[src/rtl/snake_pkg.sv]
// Shared constants and types for the snake game control path.
package snake_pkg;

    localparam logic [2:0] DIR_UP    = 3'b100;
    localparam logic [2:0] DIR_DOWN  = 3'b110;
    localparam logic [2:0] DIR_LEFT  = 3'b000;
    localparam logic [2:0] DIR_RIGHT = 3'b001;

    localparam logic [2:0] COL_BLACK = 3'b000;
    localparam logic [2:0] COL_SNAKE = 3'b010;
    localparam logic [2:0] COL_HEAD  = 3'b111;
    localparam logic [2:0] COL_FOOD  = 3'b100;

    localparam int unsigned CELL_PIXELS = 16;

    typedef enum logic [3:0] {
        StClear, StInit, StIdle, StWait, StMove, StCheck, StLdPrev, StShRd,
        StShLd, StShWr, StShMv, StTail, StDrawRd, StDraw, StFood, StDead
    } state_e;

    typedef struct packed {
        logic reset_ram;
        logic ld_head;
        logic ld_q_def;
        logic inc_address;
        logic rst_address;
        logic update_head;
        logic ld_head_into_prev;
        logic ld_q_into_curr;
        logic ld_prev_into_q;
        logic ld_curr_into_prev;
        logic draw_q;
        logic draw_curr;
        logic food_en;
        logic lock;
        logic check_inc;
    } strobe_t;

    // Same axis but different code means a 180-degree reversal.
    function automatic logic dir_opposite(input logic [2:0] a, input logic [2:0] b);
        return (a[2] == b[2]) && (a != b);
    endfunction

endpackage

[src/rtl/snake_tick_gen.sv]
// Game tick counter: counts while enabled, holds while paused, pulses on the terminal count.
module snake_tick_gen #(
    parameter int unsigned TICK_CYCLES = 2_500_000
) (
    input  logic clk,
    input  logic rst,
    input  logic i_en,
    input  logic i_pause,
    output logic o_tick
);

    localparam int unsigned CntW = (TICK_CYCLES > 1) ? $clog2(TICK_CYCLES) : 1;
    localparam logic [CntW-1:0] Last = CntW'(TICK_CYCLES - 1);

    logic [CntW-1:0] r_cnt;
    logic [CntW-1:0] w_cnt_d;

    always_comb begin
        w_cnt_d = r_cnt;
        if (!i_en) begin
            w_cnt_d = '0;
        end else if (!i_pause) begin
            w_cnt_d = (r_cnt == Last) ? '0 : r_cnt + CntW'(1);
        end
    end

    always_ff @(posedge clk or negedge rst) begin
        if (!rst) begin
            r_cnt <= '0;
        end else begin
            r_cnt <= w_cnt_d;
        end
    end

    assign o_tick = i_en && !i_pause && (r_cnt == Last);

endmodule

[src/rtl/snake_control.sv]
// Snake game sequencing FSM driving the datapath strobes, pixel counter, direction and colour.
// Optional SNAKE_PAUSE_EN adds a pause input that freezes the tick counter in WAIT.
module snake_control
    import snake_pkg::*;
#(
    parameter int unsigned TICK_CYCLES = 2_500_000,
    parameter int unsigned INIT_LEN    = 4,
    parameter int unsigned MAX_LEN     = 64
) (
    input  logic       clk,
    input  logic       rst,
`ifdef SNAKE_PAUSE_EN
    input  logic       pause,
`endif
    input  logic       key_up,
    input  logic       key_down,
    input  logic       key_left,
    input  logic       key_right,
    input  logic       start,
    input  logic       isDead,
    input  logic       inc_length,
    output logic       reset_ram,
    output logic       ld_head,
    output logic       ld_q_def,
    output logic       inc_address,
    output logic       rst_address,
    output logic       update_head,
    output logic       ld_head_into_prev,
    output logic       ld_q_into_curr,
    output logic       ld_prev_into_q,
    output logic       ld_curr_into_prev,
    output logic       draw_q,
    output logic       draw_curr,
    output logic       food_en,
    output logic       lock,
    output logic       check_inc,
    output logic [3:0] cnt_status,
    output logic [2:0] dir,
    output logic [2:0] colour,
    output logic [6:0] length
);

    localparam logic [7:0] ClrLast  = 8'(MAX_LEN + 1);
    localparam logic [7:0] InitLast = 8'(INIT_LEN);
    localparam logic [7:0] PixLast  = 8'(CELL_PIXELS - 1);
    localparam logic [6:0] LenInit  = 7'(INIT_LEN);
    localparam logic [6:0] LenMax   = 7'(MAX_LEN);

    state_e     r_state;
    state_e     w_state_d;
    logic [7:0] r_cnt;
    logic [7:0] w_cnt_d;
    logic [6:0] r_seg;
    logic [6:0] w_seg_d;
    logic [6:0] r_length;
    logic [6:0] w_length_d;
    logic [2:0] r_dir;
    logic [2:0] w_dir_d;
    logic [2:0] w_key_dir;
    logic [2:0] w_dir_req;
    logic       r_start_q;
    logic       w_tick;
    logic       w_pause;
    logic       w_last_seg;

    strobe_t    r_strb;
    strobe_t    w_strb;
    logic [3:0] r_cnt_status;
    logic [3:0] w_cnt_status;
    logic [2:0] r_colour;
    logic [2:0] w_colour;

`ifdef SNAKE_PAUSE_EN
    assign w_pause = pause;
`else
    assign w_pause = 1'b0;
`endif

    snake_tick_gen #(
        .TICK_CYCLES(TICK_CYCLES)
    ) u_tick_gen (
        .clk    (clk),
        .rst    (rst),
        .i_en   (r_state == StWait),
        .i_pause(w_pause),
        .o_tick (w_tick)
    );

    always_comb begin
        w_key_dir = r_dir;
        if (key_up) begin
            w_key_dir = DIR_UP;
        end else if (key_down) begin
            w_key_dir = DIR_DOWN;
        end else if (key_left) begin
            w_key_dir = DIR_LEFT;
        end else if (key_right) begin
            w_key_dir = DIR_RIGHT;
        end
        w_dir_req = dir_opposite(w_key_dir, r_dir) ? r_dir : w_key_dir;
    end

    assign w_last_seg = (r_seg == r_length - 7'd1);

    always_comb begin
        w_state_d  = r_state;
        w_cnt_d    = r_cnt;
        w_seg_d    = r_seg;
        w_length_d = r_length;
        w_dir_d    = r_dir;
        unique case (r_state)
            StClear: begin
                if (r_cnt == ClrLast) begin
                    w_state_d  = StInit;
                    w_cnt_d    = '0;
                    w_length_d = LenInit;
                    w_dir_d    = DIR_UP;
                end else begin
                    w_cnt_d = r_cnt + 8'd1;
                end
            end
            StInit: begin
                if (r_cnt == InitLast) begin
                    w_state_d = StIdle;
                    w_cnt_d   = '0;
                end else begin
                    w_cnt_d = r_cnt + 8'd1;
                end
            end
            StIdle: begin
                if (start) begin
                    w_state_d = StWait;
                end
            end
            StWait: begin
                if (w_tick) begin
                    w_state_d = StMove;
                    w_dir_d   = w_dir_req;
                end
            end
            StMove: w_state_d = StCheck;
            StCheck: begin
                if (isDead) begin
                    w_state_d = StDead;
                end else begin
                    w_state_d = StLdPrev;
                    if (inc_length && (r_length < LenMax)) begin
                        w_length_d = r_length + 7'd1;
                    end
                end
            end
            StLdPrev: begin
                w_state_d = StShRd;
                w_seg_d   = '0;
            end
            StShRd: w_state_d = StShLd;
            StShLd: w_state_d = StShWr;
            StShWr: w_state_d = StShMv;
            StShMv: begin
                if (w_last_seg) begin
                    w_state_d = StTail;
                    w_cnt_d   = '0;
                end else begin
                    w_state_d = StShRd;
                    w_seg_d   = r_seg + 7'd1;
                end
            end
            StTail: begin
                if (r_cnt == PixLast) begin
                    w_state_d = StDrawRd;
                    w_cnt_d   = '0;
                    w_seg_d   = '0;
                end else begin
                    w_cnt_d = r_cnt + 8'd1;
                end
            end
            StDrawRd: begin
                w_state_d = StDraw;
                w_cnt_d   = '0;
            end
            StDraw: begin
                if (r_cnt == PixLast) begin
                    w_cnt_d = '0;
                    if (w_last_seg) begin
                        w_state_d = StFood;
                    end else begin
                        w_state_d = StDrawRd;
                        w_seg_d   = r_seg + 7'd1;
                    end
                end else begin
                    w_cnt_d = r_cnt + 8'd1;
                end
            end
            StFood: begin
                if (r_cnt == PixLast) begin
                    w_cnt_d   = '0;
                    w_state_d = isDead ? StDead : StWait;
                end else begin
                    w_cnt_d = r_cnt + 8'd1;
                end
            end
            StDead: begin
                // Skip the entry slot so the first CLEAR cycle already carries rst_address.
                if (start && !r_start_q) begin
                    w_state_d  = StClear;
                    w_cnt_d    = 8'd1;
                    w_length_d = '0;
                end
            end
            default: w_state_d = StClear;
        endcase
    end

    // Outputs are decoded from next state and registered, so they line up with the state register.
    always_comb begin
        w_strb       = '0;
        w_cnt_status = '0;
        w_colour     = COL_BLACK;
        unique case (w_state_d)
            StClear: begin
                if (w_cnt_d == 8'd1) begin
                    w_strb.rst_address = 1'b1;
                end else if (w_cnt_d != 8'd0) begin
                    w_strb.reset_ram   = 1'b1;
                    w_strb.inc_address = 1'b1;
                end
            end
            StInit: begin
                if (w_cnt_d == 8'd0) begin
                    w_strb.rst_address = 1'b1;
                    w_strb.ld_head     = 1'b1;
                end else begin
                    w_strb.ld_q_def    = 1'b1;
                    w_strb.inc_address = 1'b1;
                end
            end
            StWait:   w_strb.lock = 1'b1;
            StMove:   w_strb.update_head = 1'b1;
            StCheck:  w_strb.check_inc = 1'b1;
            StLdPrev: begin
                w_strb.ld_head_into_prev = 1'b1;
                w_strb.rst_address       = 1'b1;
            end
            StShLd:   w_strb.ld_q_into_curr = 1'b1;
            StShWr:   w_strb.ld_prev_into_q = 1'b1;
            StShMv: begin
                w_strb.ld_curr_into_prev = 1'b1;
                w_strb.inc_address       = 1'b1;
            end
            StTail: begin
                w_strb.draw_curr   = 1'b1;
                w_strb.rst_address = (w_cnt_d == PixLast);
                w_cnt_status       = w_cnt_d[3:0];
            end
            StDraw: begin
                w_strb.draw_q      = 1'b1;
                w_strb.inc_address = (w_cnt_d == PixLast);
                w_cnt_status       = w_cnt_d[3:0];
                w_colour           = (w_seg_d == 7'd0) ? COL_HEAD : COL_SNAKE;
            end
            StFood: begin
                w_strb.food_en = 1'b1;
                w_cnt_status   = w_cnt_d[3:0];
                w_colour       = COL_FOOD;
            end
            default: ;
        endcase
    end

    always_ff @(posedge clk or negedge rst) begin
        if (!rst) begin
            r_state      <= StClear;
            r_cnt        <= '0;
            r_seg        <= '0;
            r_length     <= '0;
            r_dir        <= DIR_UP;
            r_start_q    <= 1'b0;
            r_strb       <= '0;
            r_cnt_status <= '0;
            r_colour     <= COL_BLACK;
        end else begin
            r_state      <= w_state_d;
            r_cnt        <= w_cnt_d;
            r_seg        <= w_seg_d;
            r_length     <= w_length_d;
            r_dir        <= w_dir_d;
            r_start_q    <= start;
            r_strb       <= w_strb;
            r_cnt_status <= w_cnt_status;
            r_colour     <= w_colour;
        end
    end

    assign reset_ram         = r_strb.reset_ram;
    assign ld_head           = r_strb.ld_head;
    assign ld_q_def          = r_strb.ld_q_def;
    assign inc_address       = r_strb.inc_address;
    assign rst_address       = r_strb.rst_address;
    assign update_head       = r_strb.update_head;
    assign ld_head_into_prev = r_strb.ld_head_into_prev;
    assign ld_q_into_curr    = r_strb.ld_q_into_curr;
    assign ld_prev_into_q    = r_strb.ld_prev_into_q;
    assign ld_curr_into_prev = r_strb.ld_curr_into_prev;
    assign draw_q            = r_strb.draw_q;
    assign draw_curr         = r_strb.draw_curr;
    assign food_en           = r_strb.food_en;
    assign lock              = r_strb.lock;
    assign check_inc         = r_strb.check_inc;
    assign cnt_status        = r_cnt_status;
    assign colour            = r_colour;
    assign dir               = r_dir;
    assign length            = r_length;

endmodule
[config.mk]
export PLATFORM = sky130hd
export DESIGN_NAME = snake_control
export DESIGN_NICKNAME = d
export VERILOG_FILES = /design/src/rtl/snake_pkg.sv /design/src/rtl/snake_tick_gen.sv /design/src/rtl/snake_control.sv
export SDC_FILE = /design/constraint.sdc
export NUM_CORES = 1
export LEC_CHECK = 0
export BUFFER_PORTS_ARGS = -buffer_cell sky130_fd_sc_hd__buf_2
export CAP_MARGIN = 0
export CORE_MARGIN = 8
export CORE_UTILIZATION = 50
export DETAILED_ROUTE_END_ITERATION = 6
export GPL_TIMING_DRIVEN = 0
export PLACE_DENSITY_LB_ADDON = 0.08
export RECOVER_POWER = 100
export SYNTH_ARGS = -nofsm -noshare
export SYNTH_HDL_FRONTEND = slang
export SYNTH_SLANG_ARGS = --single-unit
[constraint.sdc]
create_clock -name clk -period 5.6 [get_ports clk]
set_input_delay 0.56 -clock clk [delete_from_list [all_inputs] [get_ports clk]]
set_output_delay 0.56 -clock clk [all_outputs]
set_load 0.05 [all_outputs]
==> results of run 1 <==
-- flip-flops by register name, indices dropped and copies added (netlist names), 3 cells and up --
register          count
dir                   3
r_seg                 7
colour                3
r_state               4
length                7
cnt_status            4
u_tick_gen.r_cnt     22
r_cnt                 8
-- metal layers --
metal / routed length (um) / vias up
li1: - / 1786
met1: 4490 / 1776
met2: 4820 / 82
met3: 477 / 16
met4: 145 / 0
met5: 0 / -
-- how the worst min path moves through the flow --
stage | from | endpoint | slack, ns
finish | start | r_start_q | 0.40
global route | start | r_start_q | 0.37
CTS | rst | dir[1] | 0.10
detailed placement | rst | dir[1] | 0.49
global placement | u_tick_gen.r_cnt[0] | u_tick_gen.r_cnt[0] | 0.50
floorplan | rst | check_inc | 0.26
-- Yosys cell counts (2+ instances only) --
cell       n
o31ai_1    4
a2111o_1   2
nor2b_1    5
xnor2_1   13
clkbuf_1  14
a21oi_1   20
and3_1    12
a211o_1    3
buf_4      2
dfrtp_1   73
a31o_2     2
nand4_1    7
nand3_1   26
a31oi_1    2
buf_2      4
nand4b_1   2
or4_1      6
nand3b_1   2
o21ai_0   30
o211ai_1   4
and2_1     2
ha_1       7
nand2b_1  10
nor4_1     3
and4_1     3
or3_1      5
a22oi_1    4
inv_1     23
o21a_1     5
nand2_1   41
nor3_1    14
a211oi_1   3
o32a_1     2
nor2_1    67
xor2_1    25
-- cell usage in the layout, fill, tap and decap left out, types with 3 or more instances in the layout --
master	synthesis	final
a21oi_1	20	20
nand2_1	41	41
a22oi_1	4	4
bufinv_16	0	3
nor2b_1	5	5
dfrtp_1	73	73
o21ai_0	30	31
or4_1	6	6
and3_1	12	12
clkbuf_8	0	10
a211o_1	3	3
nor2_1	67	67
o31ai_1	4	4
ha_1	7	7
or3_1	5	5
nand2b_1	10	10
o211ai_1	4	4
o21a_1	5	5
xnor2_1	13	13
buf_2	4	9
and4_1	3	3
xor2_1	25	25
clkbuf_1	14	50
a211oi_1	3	4
nand3_1	26	26
nor3_1	14	14
inv_1	23	24
nor4_1	3	3
nand4_1	7	7
-- metrics by stage --
step	hold WS (ns)	cells	area [um^2]
3_3_place_gp	0.504	623	4560
3_5_place_dp	0.491	624	4590
2_1_floorplan	0.264	478	4220
4_1_cts	0.104	639	4830
6_report	0.395	639	4750
5_1_grt	0.374	639	4750
-- where the power goes --
part	leakage [nW]	internal, mW	switching [mW]
Combinational	0.986	0.370	0.802
Sequential	1.00	0.626	0.0764
Clock	0.118	0.305	0.197
Total	2.11	1.30	1.07
-- cells by family after synthesis --
group                    Yosys count  share of synthesized area [%]
flip-flops                        74                           43.9
buffers and inverters             46                           4.56
XOR/XNOR                          38                           7.88
AO/OA/AOI/OAI                     96                           15.2
AND/OR/NAND/NOR                  216                           26.2
adder cells (fa/ha/maj)            7                           2.07
multiplexers                       1                          0.237
-- worst register-to-register path, cell delays in order, from the launching register on --
cell      delay, ns
dfrtp_1        0.48
inv_1          0.14
ha_1           0.25
nor3b_1        0.37
nand2_1        0.09
a2111o_1       0.41
a211oi_1       0.57
o21ai_0        0.58
a21oi_4        0.30
inv_1          0.11
nor4b_4        0.42
a21oi_2        0.09
a211o_1        0.27
-- area by class of cell --
| type | count | area, um^2 | share of cell area [%] |
|---|---|---|---|
| plain buffers | 22 | 101 | 2.13 |
| well taps | 105 | 131 | 2.77 |
| inverters | 24 | 90.1 | 1.90 |
| flip-flops and latches | 74 | 1850 | 39.0 |
| repair buffers | 41 | 161 | 3.40 |
| clock inverters | 5 | 103 | 2.16 |
| multi-input cells | 358 | 2170 | 45.7 |
| clock buffers | 10 | 138 | 2.90 |
==> results.md, run 1 <==
* Post-synth top area share at 43.2%
* Htree depth at 3
* Critical path origin: length[0]
* Detailed Routing Iterations Pass 1 at 4
* DRC viols at 0
* GRT busiest layer: met2
* Hold Fails Final Rpt at 0
* Worst setup margin at between 1 and 1.5 ns
* Violated checks: max-capacitance violations, max-slew violations
* Startpoint types: register
* Post-CTS sizing at 0
* Top cell by count, worst path: inv_1
* Reg2reg start: length[0]
* Post-synth ARST share at 100%
* Vias in the first global route at 3475
* Worst-path clk slew at 0.08 ns
* Slowest-stage cell, CP: o21ai_0
* CTS tree: yes
* Post-CTS repair timing setup buffer count at 0
* Fin crit share at 74.9%
* Cell row count at 33
* P_leak at approximately 2.1 nW
* Ratio of cells with drive above 1 in the final layout at about 7.5%
* Design Power at 2.38 mW
* Initial DRC count at 133
* Flop2flop setup slack at 1.40 ns
* Post-DP HPWL at 7390 um
* CTS Hold Buffers Added at 0
* Delay-heaviest family, CP: compound AO/OA/AOI/OAI gates
* CTS Buf Count at 9
* Leading area contributor after synthesis: dfrtp_1
* Initial Util at 51.4%
* WL/cell at 15.5 um
* Met3 Track Usage GR at 4.37%
* GPL Wtd Cong at 0.942
* Setup TNS at 0 ns
* IR drop worst, VDD at 0.281 mV
* Synthesized instance count at 478
* DR vias at 3660
* Fill count at 788
* Vias per cell at ~5.7
* Endpoint type of the worst setup path: register
* Die Height at 108 um
* Synth area leaders: dfrtp_1 43%, nor2_1 6.0%, xor2_1 5.2%
* Buf/Inv on CP at 2
* Worst-Skew Late Latency at 0.35 ns
* Met2 usage in global routing at 29.0%
* Synth unique cells at 66
* Synthesis Warnings at 0
* Reg2reg end: inc_address
* RSZ-0062 raised after global routing: no
* Die width at 108 um
* Final Util at 57.8%
* IO buf count at 40
* Yosys reg bits at 74
* WP data required at 5.84 ns
* Slew Limit Fails at 51
* Post-Route WL at 9930 um
* Clock root cell: clkbuf_8
* Number of diodes at 0
* Avg Inst Size Synth at 8.84 um^2
* Area Growth Syn to Fin at 12.4%
* Setup crit end: inc_address
* Clk sinks at 74
* CP Depth at 12
* Initial antenna violation count at 0
* Gr ovfl total at 0
* Critical-path cell list: inv_1 > ha_1 > nor3b_1 > nand2_1 > a2111o_1 > a211oi_1 > o21ai_0 > a21oi_4 > inv_1 > nor4b_4 > a21oi_2 > a211o_1
* Post-synth EDFFs at 0
* IO Pins at 41
* Reg2reg path depth at 12
* Die Area at 0.0116 mm^2
* Worst path max stage delay at 0.58 ns
* Worst-Margin Slew at 2.61 ns
* First-pass GRT wire length at roughly 17000 um
* GRT met1 Usage at 23.0%
* Total of max-cap violations at 1
* Clk buf depth at 2
* Largest net degree at the start of global routing at 51
* Sequential fraction of the synthesis area at a little over two fifths
* Total global-route track usage at 18.0%
* Place WS at a little over 2 ns
* Final setup viols at 0
* Worst EP arrival at 4.43 ns
* Period minus WS final at 4.20 ns
* Critical path type: reg2reg
* Highest clock rate at between 200 and 250 MHz
* Class of the worst hold path: in2reg
* Crit Path Max Fanout at 8
* Status: complete, but fails checks
* Core area at between 0.008 and 0.009 mm^2
* Post-synth net total at 494
* Max-slew headroom at -74.2%
* P per Cell Area at 501 mW/mm^2
* Nets at approximately 550
* Clock Skews at ~0.0066 ns
* Synth Cell Area at roughly 0.0042 mm^2
* Dominant synthesized flop cell: dfrtp_1
* Hold depth at 1
* Number of routed nets with antenna violations at 0
Note: power is estimated with default switching activity, not from simulation.
==> run 2: changes to the inputs <==
clock period = 3.5 ns   (was 5.6 ns; I/O delays follow)
==> run 2 against run 1 <==
Against the previous run: the run now ends clean; fmax grew 28%; worst setup slack worse by 1.2 ns; routed wire length increased by 1.2%; critical path depth unchanged; clock power grew 61%; core utilization grew 0.81 points; die area is the same; hold slack worse by 0.21 ns; clock skew grew 0.00091 ns; sequential power is 59% higher; register-to-register slack worse by 1.2 ns.
==> results.md, run 2 (same netlist as run 1, synthesis figures left out) <==
* Status: finished, final reports clean
* P per Cell Area at 810 mW/mm^2
* Worst hold endpoint: r_start_q
* CTS tree: yes
* Area Growth Syn to Fin at 14.0%
* Worst EP arrival at 3.51 ns
* Most common cell after layout, fill and taps aside: dfrtp_1
* Number of routed nets with antenna violations at 0
* Reg2reg end: inc_address
* DR vias at 3672
* Worst-Skew Late Latency at 0.35 ns
* Reg2reg start: length[0]
* Post-DP HPWL at approximately 7400 um
* Initial DRC count at 146
* First-pass GRT wire length at 16700 um
* Ratio of cells with drive above 1 in the final layout at about a tenth
* Worst-Margin Slew at 1.30 ns
* Total global-route track usage at 18.0%
* Initial Util at 51.4%
* Hold slack at 0.183 ns
* Clock Skews at around 0.0075 ns
* Slowest-stage cell, CP: dfrtp_2
* Gr ovfl total at 0
* Detailed Routing Iterations Pass 1 at 5
* Int Pwr at roughly 2.1 mW
* Die Area at 0.0116 mm^2
* Die Height at approximately 110 um
* Fill count at 778
* P_leak at ~2.1 nW
* IO buf count at 40
* Startpoint types: register
* Critical-path cell list: inv_1 > ha_2 > nor3b_4 > nand2_1 > a2111o_1 > a211oi_4 > buf_4 > o21ai_4 > o21a_1 > nor4b_4 > a21oi_2 > a211o_1
* Register area at 0.00185 mm^2
* Class of the worst hold path: in2reg
* IR drop worst, VDD at 0.451 mV
* Number of diodes at 0
* CTS Buf Count at 9
* Final setup viols at 0
* Crit Path Max Fanout at 8
* Htree depth at 3
* Endpoint type of the worst setup path: register
* Clock network fraction of total power at 20.7%
* Highest clock rate at 306 MHz
* Most frequent cells in the layout: 72 x dfrtp_1, 67 x nor2_1, 48 x clkbuf_1, 41 x nand2_1, 30 x o21ai_0
* Cell row count at 33
* Core area at about 0.0082 mm^2
* Max-slew headroom at 13.2%
* Fin crit share at 93.4%
* Hold Fails Final Rpt at 0
* Clk sinks at 74
* RSZ-0062 raised after global routing: no
* Vias in the first global route at 3486
* Worst path max stage delay at about 0.47 ns
* Area of the multi-input gates at 0.00221 mm^2
* Flop2flop setup slack at 0.23 ns
* Hold depth at 1
* IO Pins at 41
* Combinational share of power at 50.5%
* Nets at 549
* Post-Route WL at between 10000 and 15000 um
* Period minus WS final at ~3.3 ns
* Largest net degree at the start of global routing at 51
* Seq pwr share at 28.8%
* Hold_sp: start
* Clock root cell: clkbuf_8
* Worst-path clk slew at about 0.080 ns
* Initial antenna violation count at 0
* DRC viols at 0
* Biggest register: u_tick_gen.r_cnt
* Clk buf depth at 2
* Die width at 108 um
* Switch Pwr at 1.76 mW
* Critical path type: reg2reg
* Slew Limit Fails at 0
* Largest register FFs at 22
* Reg2reg path depth at 12
* WP data required at 3.74 ns
* Vias per cell at 5.72
* Sw Ratio at a little under half
* Final Util at 58.6%
* Regs by FF count: u_tick_gen.r_cnt x22, r_cnt x8
* WL/cell at between 15 and 20 um
* Total of max-cap violations at 0
* Critical path origin: length[0]
* GPL Wtd Cong at ~0.94
run 2: layer usage:
metal	routed length, um	GRT usage (%)	share of wire (%)
met5	0	0	0
met4	146	6.34	1.5
met1	4550	23.1	45
met3	476	4.37	4.7
met2	4880	29.1	49
run 2: power by group through the flow:
stage | sequential [mW] | combinational [mW] | clock, mW
after floorplan | 1.38 | 1.20 | 0
after global placement | 1.13 | 1.87 | 0
after detailed placement | 1.14 | 1.91 | 0
after CTS | 1.12 | 1.93 | 0.823
after global routing | 1.15 | 2.16 | 0.855
final | 1.12 | 1.97 | 0.806
run 2: stage by stage:
step	setup TNS [ns]	instance area [um^2]	worst slack (ns)	power (mW)	cells
finish	0	4810	0.230	3.90	642
global route	0	4810	0.0217	4.17	642
CTS	0	4840	0.0289	3.87	640
detailed placement	-0.0302	4590	-0.0302	3.04	624
global placement	-0.0270	4560	-0.0270	3.00	623
floorplan	0	4220	0.227	2.58	478
run 2: cell type report:
| cell class | instances | share of cell area (%) |
|---|---|---|
| buffer | 22 | 2.13 |
| multi-input combinational | 358 | 45.9 |
| clock buffer | 10 | 2.86 |
| tap | 105 | 2.73 |
| inverter | 24 | 1.87 |
| timing repair buffer | 44 | 3.90 |
| sequential | 74 | 38.5 |
| clock inverter | 5 | 2.13 |
run 2: how the worst max path moves through the flow:
stage	end	slack, ns	cells past startpoint
after floorplan	inc_address	0.23	12
after global placement	inc_address	-0.03	12
after detailed placement	inc_address	-0.03	12
after CTS	inc_address	0.03	12
after global routing	inc_address	0.02	12
final	inc_address	0.23	12
run 2: worst max-delay path: cells and delay by family (launching register included):
kind            cells  cell delay (ns)
fa+ha+maj           1             0.23
compound gates      6             1.43
flops               1             0.47
buf+inv             2             0.30
simple gates        3             0.72
run 2: repair_timing:
item | CTS | global route
endpoints found under the setup margin | 1 | 7
pin swaps | 0 | 2
setup buffers | 0 | 2
hold buffers | 1 | 0
endpoints found under the hold margin | 23 | 0
resized for setup | 1 | 5
==> run 3: changes to the inputs <==
BUFFER_PORTS_ARGS = -buffer_cell sky130_fd_sc_hd__buf_4   (was -buffer_cell sky130_fd_sc_hd__buf_2)
CTS_CLUSTER_DIAMETER = 100   (was default)
==> run 3 against run 2 <==
Against the previous run: the flow now finishes with violations (max-capacitance violations, max-slew violations); core utilization fell by 0.79 points; power fell by 6.1%; count of clock-buffer cells in the layout increased by 1; non-clock buffer count decreased by 3; die area did not move; cell area down 1.4%; routed wire length down 0.70%; clock power is 24% lower; worst setup slack got worse by 0.043 ns; global-route usage fell by 0.21 points; sequential power hardly changed; critical endpoint unchanged; largest cell class unchanged; highest routed layer unchanged.
==> results.md, run 3 (same netlist as run 1, synthesis figures left out) <==
* Status: complete, but fails checks
* Violated checks: max-capacitance violations, max-slew violations
* Highest clock rate at 302 MHz
* Initial Util at around half
* Most frequent cells in the layout: 72 x dfrtp_1, 67 x nor2_1, 49 x clkbuf_1, 41 x nand2_1, 30 x o21ai_0
* Final Util at 57.8%
* Initial antenna violation count at 0
* Initial DRC count at 237
* Number of routed nets with antenna violations at 0
* Reg2reg path depth at 12
* Regs by FF count: u_tick_gen.r_cnt x22, r_cnt x8
* Hold Fails Final Rpt at 0
* Gr ovfl total at 0
* RSZ-0062 raised after global routing: no
* Critical path origin: length[0]
* Combinational share of power at between 50% and 60%
* Clock Skews at about 0.011 ns
* Largest register FFs at 22
* CTS Buf Count at 9
* Die Area at 0.0116 mm^2
* Int Pwr at 1.91 mW
* Vias in the first global route at 3580
* Post-DP HPWL at 7230 um
* Reg2reg start: length[0]
* Hold depth at 1
* P per Cell Area at 771 mW/mm^2
* Worst-path clk slew at 0.08 ns
* IR drop worst, VDD at between 0.3 and 0.4 mV
* Endpoint type of the worst setup path: register
* Biggest register: u_tick_gen.r_cnt
* Total global-route track usage at approximately 18%
* DRC viols at 0
* Clock network fraction of total power at 16.6%
* Sw Ratio at 47.9%
* Fill count at slightly below 800
* IO Pins at ~40
* First-pass GRT wire length at 16900 um
* CTS Hold Buffers Added at 0
* Post-Layout Inst Area at roughly 0.0047 mm^2
* Clk sinks at 74
* Max-slew headroom at -20.1%
* Htree depth at 3
* Core area at 0.00822 mm^2
* Hold_sp: start
* WP data required at between 3 and 4 ns
* Worst-Skew Late Latency at approximately 0.34 ns
* Clock root cell: clkbuf_8
* Switch Pwr at 1.75 mW
* Die width at 108 um
* Post-Route WL at 9980 um
* Period minus WS final at 3.31 ns
* Vias per cell at 5.73
* Placed Area at 0.00466 mm^2
* DR vias at between 3000 and 4000
* Clk buf depth at 2
* Startpoint types: register
* Worst-Margin Slew at ~1.8 ns
* Final setup viols at 0
* GPL Wtd Cong at 0.944
* Total of max-cap violations at 1
* Ratio of cells with drive above 1 in the final layout at 9.16%
* IO buf count at 40
* Cell row count at 33
* Detailed Routing Iterations Pass 1 at 4
* Class of the worst hold path: in2reg
* P_leak at 2.09 nW
* Seq pwr share at 30.7%
* Largest net degree at the start of global routing at 75
* Crit Path Max Fanout at 8
* Die Height at 108 um
* Slew Limit Fails at 75
* Critical path type: reg2reg
* Nets at 546
* Area Growth Syn to Fin at 12.4%
* WL/cell at 15.6 um
* Number of diodes at 0
* CTS tree: yes
* Fin crit share at a little over nine tenths
* Worst EP arrival at 3.54 ns
* Most common cell after layout, fill and taps aside: dfrtp_1
[run 3: changes by cell type in the layout (fill, tap and decap cells not counted), sizes merged]
cell         change
bufinv           -3
clkbuf           +1
buf              -2
dlygate4sd3      -1
clkinvlp         +1
inv              +1
clkinv           +1
[run 3: final timing paths]
check	endpoint	slack (ns)
min in group asynchronous	length[3]	0.48
worst min register to register	u_tick_gen.r_cnt[0]	0.51
worst max register to register	inc_address	0.19
worst max-delay path	inc_address	0.19
worst min-delay path	r_start_q	0.19
max in group asynchronous	length[0]	1.84
[run 3: critical path: stages, from the launching register on]
cell and delay (ns):
dfrtp_2 0.47, inv_1 0.12, ha_2 0.24, nor3b_4 0.24
nand2_1 0.07, a2111o_1 0.46, a211oi_4 0.25, buf_4 0.19
o21ai_4 0.11, o21a_1 0.26, nor4b_4 0.42, a21oi_2 0.09
a211o_1 0.27
[run 3: final cells by class]
| cell class | count | area (um^2) | area share [%] |
|---|---|---|---|
| sequential | 74 | 1850 | 39.1 |
| inverter | 24 | 90.1 | 1.90 |
| clock buffer | 11 | 141 | 2.98 |
| buffer | 22 | 101 | 2.13 |
| timing repair buffer | 41 | 185 | 3.90 |
| clock inverter | 5 | 37.5 | 0.791 |
| tap | 105 | 131 | 2.77 |
| multi-input combinational | 358 | 2210 | 46.5 |
[run 3: timing repair]
action / in CTS / in global routing
resized for setup: 1 / 5
setup endpoints to repair: 3 / 6
pin swaps: 0 / 2
buffers inserted: 0 / 1
[run 3: per-stage QoR]
step	power [mW]	setup TNS (ns)	setup WS, ns	cells	hold slack, ns
after detailed placement	3.08	-0.105	-0.0920	623	0.500
after global routing	3.92	0	0.0391	640	0.179
final	3.66	0	0.187	640	0.194
after global placement	3.05	-0.0587	-0.0587	623	0.499
after floorplan	2.58	0	0.227	478	0.0544
after CTS	3.70	0	0.0122	639	0.140
[run 3: metal layers]
| metal | global-route usage, % | up-vias | share of wire, % |
|---|---|---|---|
| li1 | - | 1780 | - |
| met1 | 22.8 | 1752 | 46 |
| met2 | 29.0 | 118 | 48 |
| met3 | 4.01 | 16 | 5.3 |
| met4 | 6.05 | 0 | 1.4 |
| met5 | 0 | - | 0 |
[run 3: power by group through the flow]
| stage | Clock [mW] | Combinational [mW] | Sequential [mW] |
|---|---|---|---|
| final | 0.609 | 1.93 | 1.12 |
| after global routing | 0.663 | 2.11 | 1.14 |
| after CTS | 0.623 | 1.95 | 1.12 |
| after detailed placement | 0 | 1.94 | 1.14 |
| after global placement | 0 | 1.92 | 1.13 |
| after floorplan | 0 | 1.20 | 1.38 |
